<file path="src/rtl/clock_pkg.sv">
`default_nettype none
// ============================================================================
// Module      : clock_pkg
// Description : Shared field widths, limits and display-word packing for the
//               minutes:seconds timekeeping block.
// Revision    : 1.0 - initial release
// ============================================================================
package clock_pkg;

    localparam int FIELD_W   = 6;
    localparam int FIELD_MAX = 59;
    localparam int PHASE_W   = 3;

    // Display word layout expected by the 7-segment driver: minutes on top
    function automatic logic [2*FIELD_W-1:0] pack_time(
        input logic [FIELD_W-1:0] min,
        input logic [FIELD_W-1:0] sec
    );
        return {min, sec};
    endfunction

endpackage
`default_nettype wire

</file>
<file path="src/rtl/mod60_counter.sv">
`default_nettype none
// ============================================================================
// Module      : mod60_counter
// Description : One time field (0..59). Clear beats increment; wrap flags an
//               increment that rolls 59 over to 0 so the caller can carry.
// Revision    : 1.0 - initial release
// ============================================================================
module mod60_counter
    import clock_pkg::*;
(
    input  logic               clock,
    input  logic               reset,
    input  logic               clr,
    input  logic               inc,
    output logic [FIELD_W-1:0] value,
    output logic               wrap
);

    localparam logic [FIELD_W-1:0] c_MAX = FIELD_W'(FIELD_MAX);

    logic [FIELD_W-1:0] r_value;

    assign wrap  = inc && (r_value == c_MAX);
    assign value = r_value;

    // Field register: only ever loaded by zeroing or a single-step increment
    always_ff @(posedge clock) begin
        if (!reset) begin
            r_value <= '0;
        end else if (clr) begin
            r_value <= '0;
        end else if (inc) begin
            r_value <= wrap ? '0 : r_value + FIELD_W'(1);
        end
    end

endmodule
`default_nettype wire

</file>
<file path="src/rtl/clock_time_counter.sv">
`default_nettype none
// ============================================================================
// Module      : clock_time_counter
// Description : 1 Hz prescaler, minutes:seconds timekeeping with manual
//               adjust, and the free-running digit-scan phase for the display
//               driver. Build macro ADJ_EDGE_EN turns the adjust inputs from
//               level-qualified into rising-edge-qualified requests.
// Revision    : 1.0 - initial release
// ============================================================================
module clock_time_counter
    import clock_pkg::*;
#(
    parameter int PRESCALE = 12000000,
    parameter int SCAN_DIV = 1024
) (
    input  logic                 clock,
    input  logic                 reset,
    input  logic                 run,
    input  logic                 clear,
    input  logic                 inc_min,
    input  logic                 inc_sec,
    output logic [2*FIELD_W-1:0] data_show,
    output logic [PHASE_W-1:0]   byte_status,
    output logic                 tick_1hz
);

    localparam int c_PS_W   = (PRESCALE > 1) ? $clog2(PRESCALE) : 1;
    localparam int c_SCAN_W = (SCAN_DIV > 1) ? $clog2(SCAN_DIV) : 1;
    localparam logic [c_PS_W-1:0]   c_PS_LAST   = c_PS_W'(PRESCALE - 1);
    localparam logic [c_SCAN_W-1:0] c_SCAN_LAST = c_SCAN_W'(SCAN_DIV - 1);

    logic [c_PS_W-1:0]   r_prescale;
    logic [c_SCAN_W-1:0] r_scan;
    logic [PHASE_W-1:0]  r_phase;
    logic                r_tick;

    logic               w_req_min;
    logic               w_req_sec;
    logic               w_any_adj;
    logic               w_ps_wrap;
    logic               w_tick;
    logic               w_sec_inc;
    logic               w_min_inc;
    logic               w_sec_wrap;
    logic               w_unused_min_wrap;
    logic [FIELD_W-1:0] w_seconds;
    logic [FIELD_W-1:0] w_minutes;

`ifdef ADJ_EDGE_EN
    logic r_inc_min_d;
    logic r_inc_sec_d;
    logic r_armed;

    // Edge-detect history; r_armed stays low for the first cycle after reset
    // so an input already held high at release is not taken as a new press
    always_ff @(posedge clock) begin
        if (!reset) begin
            r_inc_min_d <= 1'b0;
            r_inc_sec_d <= 1'b0;
            r_armed     <= 1'b0;
        end else begin
            r_inc_min_d <= inc_min;
            r_inc_sec_d <= inc_sec;
            r_armed     <= 1'b1;
        end
    end

    assign w_req_min = r_armed & inc_min & ~r_inc_min_d;
    assign w_req_sec = r_armed & inc_sec & ~r_inc_sec_d;
`else
    assign w_req_min = inc_min;
    assign w_req_sec = inc_sec;
`endif

    // Priority clear > adjust > tick: an adjust swallows a coincident tick so
    // a field never moves by two in one cycle
    assign w_any_adj = w_req_min | w_req_sec;
    assign w_ps_wrap = run && (r_prescale == c_PS_LAST);
    assign w_tick    = w_ps_wrap & ~clear & ~w_any_adj;

    // Seconds carry into minutes only on a real tick, never on an adjust
    assign w_sec_inc = w_req_sec | w_tick;
    assign w_min_inc = w_req_min | (w_tick & w_sec_wrap);

    // Prescaler: zeroed by clear or any adjust, frozen while run is low
    always_ff @(posedge clock) begin
        if (!reset) begin
            r_prescale <= '0;
        end else if (clear || w_any_adj) begin
            r_prescale <= '0;
        end else if (run) begin
            r_prescale <= w_ps_wrap ? '0 : r_prescale + c_PS_W'(1);
        end
    end

    // Tick strobe lands with the updated time word
    always_ff @(posedge clock) begin
        if (!reset) begin
            r_tick <= 1'b0;
        end else begin
            r_tick <= w_tick;
        end
    end

    // Digit-scan phase runs freely; only reset touches it
    always_ff @(posedge clock) begin
        if (!reset) begin
            r_scan  <= '0;
            r_phase <= '0;
        end else if (r_scan == c_SCAN_LAST) begin
            r_scan  <= '0;
            r_phase <= r_phase + PHASE_W'(1);
        end else begin
            r_scan  <= r_scan + c_SCAN_W'(1);
        end
    end

    mod60_counter u_seconds (
        .clock (clock),
        .reset (reset),
        .clr   (clear),
        .inc   (w_sec_inc),
        .value (w_seconds),
        .wrap  (w_sec_wrap)
    );

    // Minutes roll 59 -> 0 with nothing above them, so their wrap is unused
    mod60_counter u_minutes (
        .clock (clock),
        .reset (reset),
        .clr   (clear),
        .inc   (w_min_inc),
        .value (w_minutes),
        .wrap  (w_unused_min_wrap)
    );

    assign data_show   = pack_time(w_minutes, w_seconds);
    assign byte_status = r_phase;
    assign tick_1hz    = r_tick;

endmodule
`default_nettype wire

</file>
<file path="config.mk">
export PLATFORM = sky130hd
export DESIGN_NAME = clock_time_counter
export DESIGN_NICKNAME = d
export VERILOG_FILES = /design/src/rtl/clock_pkg.sv /design/src/rtl/mod60_counter.sv /design/src/rtl/clock_time_counter.sv
export SDC_FILE = /design/constraint.sdc
export NUM_CORES = 1
export LEC_CHECK = 0
export ABC_AREA = 0
export BUFFER_PORTS_ARGS = -buffer_cell sky130_fd_sc_hd__clkbuf_2
export CAP_MARGIN = 20
export CELL_PAD_IN_SITES_DETAIL_PLACEMENT = 0
export CELL_PAD_IN_SITES_GLOBAL_PLACEMENT = 1
export CORE_UTILIZATION = 44
export CTS_BUF_LIST = sky130_fd_sc_hd__clkbuf_16
export CTS_CLUSTER_SIZE = 16
export DETAILED_ROUTE_END_ITERATION = 6
export HOLD_SLACK_MARGIN = 0.05
export PLACE_DENSITY = 0.82
export SYNTH_ARGS = -nofsm -noshare
export SYNTH_HDL_FRONTEND = slang
export SYNTH_SLANG_ARGS = --single-unit
</file>
<file path="constraint.sdc">
create_clock -name clock -period 3.1 [get_ports clock]
set_clock_uncertainty 0.1 [all_clocks]
set_input_delay 0.31 -clock clock [delete_from_list [all_inputs] [get_ports clock]]
set_output_delay 0.31 -clock clock [all_outputs]
set_load 0.01 [all_outputs]
</file>
==> results.py <==
metrics = {
    "logic_synthesis": {
        "synth-xor-area-share_pct": 11.96,
        "muxShareOfSynthArea_pct": 0.4271,
        "syn_avg_cell_area_um2": 8.584,
        "synth_compound_area_share_pct": 7.742,
        "synth.cell_area_mm2": 0.002343,
        "synth_simple_gate_area_share_pct": 32.30,
        "synth_nets": 284,
        "synth_top_family_by_area": "simple AND/OR/NAND/NOR gates",
        "ys_warn_count": 0,
        "synth_cell_type_count": 43,
        "yosys.area_share.adder_pct": 2.670,
        "syn-instance-count": 273,
        "seq_area_frac_synth_pct": 42.71,
        "ys_ff_latch": 50,
    },
    "global_route": {
        "grt_pass1_vias": 1655,
        "grt_first_pass_wirelength_um": 7465,
        "grt_max_degree": 23,
        "antenna_found_initial": 0,
        "grt_use_total_pct": 17.18,
        "gr-total-overflow": 0,
    },
    "timing": {
        "final_hold_viol_count": 0,
        "report.final.slew_viol_count": 0,
        "fmax_ghz": 0.3854,
        "worst_slew_pin_slew_ns": 0.6386,
        "fin_ws_ns": 0.5054,
        "hold_ws_ns": 0.2417,
        "setup_viol": 0,
        "finalCriticalPeriod_ns": 2.595,
        "fin_crit_sh_pct": 83.70,
        "rsz0062_at_grt": "false",
        "tns_ns": 0,
        "relSlewSlack_pct": 56.87,
    },
    "floorplan": {
        "io_pins": 22,
        "die-area_mm2": 0.005622,
        "start_util_pct": 45.88,
        "row_count": 26,
        "dieWidth_um": 74.98,
        "coreArea_mm2": 0.005107,
        "die-height_um": 74.98,
    },
    "job": {
        "drv_cap": 0,
    },
    "min_path": {
        "holdPathStages": 3,
        "hold_class": "input pin to register",
        "min_to": "r_prescale[1]$_SDFFE_PP0P_",
        "min_from": "run",
    },
    "drt": {
        "routed_via_density": 5.154,
        "wirelength_um": 4461,
        "drt-wirelength-per-cell_um": 12.02,
        "drc_errors": 0,
        "vias": 1912,
        "ant_nets": 0,
        "drtIter0Drc": 68,
        "drt_pre_antenna_iters": 4,
    },
    "cells_and_area": {
        "multi_input_area_mm2": 0.001291,
        "fill_cells": 490,
        "seq_area_mm2": 0.001001,
        "drive_gt1_share_pct": 13.62,
        "area_delta_synth_final_pct": 15.86,
        "final_nets": 311,
        "antenna_cells": 0,
    },
    "power_and_ir_drop": {
        "vdd_drop_max_mv": 0.2679,
        "p_leak_nw": 1.018,
        "p_per_area_mw_per_mm2": 480.3,
        "finalPower_mw": 1.304,
    },
    "setup_path": {
        "cp-end-kind": "register",
        "r2r_cells": 6,
        "cp-start-kind": "register",
        "worst-setup-path-type": "register to register",
        "critPathMaxStageDelay_ns": 0.65,
        "cp.required_ns": 3.17,
        "worst_path_max_delay_cell": "o41ai_1",
        "worstReg2RegEnd": "u_minutes.value[4]$_SDFFE_PP0P_",
        "critPathTopFamily": "compound AO/OA/AOI/OAI gates",
        "crit_fanout": 5,
        "crit_chain": "ha_1 -> nand4_2 -> or4_4 -> o41ai_1 -> a311oi_1 -> o21bai_1",
        "path_buf_inv": 0,
        "timing.rr.start": "r_prescale[0]$_SDFFE_PP0P_",
        "arrival_ns": 2.66,
        "r2r_slack_ns": 0.51,
    },
    "placement": {
        "post-place-ws_ns": 0.5213,
        "portBuffers": 21,
        "gp_congestion": 0.7755,
        "dp_hpwl_um": 3149,
    },
    "clock_network": {
        "ctsHoldBuffers": 0,
        "cts_buffers": 5,
        "htree_levels": 2,
        "clock_latency_ns": 0.29,
        "cts_max_path_buffers": 2,
        "cts.sinks": 50,
        "cts_tree": "yes",
        "clk_pin_slew_ns": 0.07,
        "cts_resized": 0,
        "cts_root_buf": "clkbuf_16",
        "post_cts_buffers": 0,
    },
    "status": {
        "status": "complete, no violations",
    },
}
state kept, by name, summed over array words and instances (netlist names):
| name | cells |
|---|---|
| r_scan | 10 |
| u_seconds.value | 6 |
| tick_1hz | 1 |
| r_prescale | 24 |
| u_minutes.value | 6 |
| byte_status | 3 |
layout make-up:
cell class,count,area share [%]
Clock buffer,5,4.608
Clock inverter,3,1.659
Inverter,8,1.106
Multi-Input combinational cell,210,47.56
Sequential cell,50,36.87
Tap cell,70,3.226
Timing Repair Buffer,25,4.977
cell usage in the layout (no fill, tap or decap), drive strengths merged, types with 7 or more instances in the layout:
cell    Yosys  routed
a21oi       8       8
and2        8       8
clkbuf      3      26
dfxtp      50      50
inv         8       8
nand2      26      26
nand3      18      18
nand4      15      15
nor2       38      38
o21ai       7       7
xnor2       7       7
xor2       25      25
synthesized netlist by cell type:
master / number / area share [%]
dfxtp_1: 50 / 43
nor2_1: 38 / 6.1
nand2_1: 26 / 4.2
xor2_1: 25 / 9.3
nand3_1: 18 / 3.8
nand4_1: 13 / 3.5
a21oi_1: 8 / 1.7
and2_1: 8 / 2.1
inv_1: 8 / 1.3
o21ai_0: 7 / 1.5
xnor2_1: 7 / 2.6
and3_1: 5 / 1.3
ha_1: 5 / 2.7
nor3_1: 5 / 1.1
nand2b_1: 4 / 1.1
or3_1: 4 / 1.1
clkbuf_1: 3 / 0.48
nor2b_1: 3 / 0.80
nor4_1: 3 / 0.80
o31ai_1: 3 / 0.96
or2_2: 3 / 0.80
and4_1: 2 / 0.75
buf_2: 2 / 0.43
nand4_2: 2 / 1.1
o2111ai_1: 2 / 0.75
or4_1: 2 / 0.64
a311oi_1: 1 / 0.37
a31o_2: 1 / 0.37
a31oi_1: 1 / 0.27
a32o_1: 1 / 0.43
and4b_1: 1 / 0.43
mux2i_1: 1 / 0.43
nand3b_1: 1 / 0.32
nand4bb_1: 1 / 0.48
nor3b_1: 1 / 0.32
nor4b_1: 1 / 0.37
nor4bb_1: 1 / 0.43
o211ai_1: 1 / 0.32
o21bai_1: 1 / 0.32
o31a_1: 1 / 0.37
o41ai_1: 1 / 0.37
or3b_2: 1 / 0.37
or4_4: 1 / 0.48
layer usage:
layer  wire (um)  vias to the layer above  part of all wire, %  global-route usage, %
met5           0                        -                    0                      0
met4          39                        0                 0.87                  5.660
met3         112                        5                  2.5                  3.614
met2        2051                       21                   46                  27.63
met1        2257                      880                   51                  22.99
li1            -                     1006                    -                      -
worst register-to-register path, stage by stage, from the launching register on:
cell	delay (ns)
dfxtp_1	0.37
ha_1	0.20
nand4_2	0.18
or4_4	0.60
o41ai_1	0.65
a311oi_1	0.19
o21bai_1	0.18
kinds of logic after synthesis:
| group | count (synthesis) |
|---|---|
| AND/OR/NAND/NOR | 144 |
| flip-flops | 50 |
| XOR/XNOR | 32 |
| AO/OA/AOI/OAI | 28 |
| buffers and inverters | 13 |
| adder cells (fa/ha/maj) | 5 |
| multiplexers | 1 |
where the power goes:
group          internal, mW  switching (mW)
combinational        0.0129          0.0224
sequential            0.647         0.00633
clock                 0.380           0.235
total                  1.04           0.263
how the worst max path moves through the flow:
stage	start	to	slack, ns	cells past startpoint
2_1_floorplan	r_prescale[0]$_SDFFE_PP0P_	u_seconds.value[4]$_SDFFE_PP0N_	0.73	6
4_1_cts	r_prescale[0]$_SDFFE_PP0P_	u_minutes.value[4]$_SDFFE_PP0P_	0.49	6
3_5_place_dp	r_prescale[0]$_SDFFE_PP0P_	u_minutes.value[4]$_SDFFE_PP0P_	0.52	6
6_report	r_prescale[0]$_SDFFE_PP0P_	u_minutes.value[4]$_SDFFE_PP0P_	0.51	6
3_3_place_gp	r_prescale[0]$_SDFFE_PP0P_	u_minutes.value[4]$_SDFFE_PP0P_	0.57	6
5_1_grt	r_prescale[0]$_SDFFE_PP0P_	u_minutes.value[4]$_SDFFE_PP0P_	0.30	6
metrics by stage:
step | instances | util [%] | instance area [um2]
final | 371 | 53.16 | 2715
after detailed placement | 363 | 49.83 | 2545
after global placement | 363 | 49.83 | 2545
after CTS | 371 | 53.16 | 2715
after global routing | 371 | 53.16 | 2715
after floorplan | 273 | - | 2344
Power figures use the tool's default switching activity.
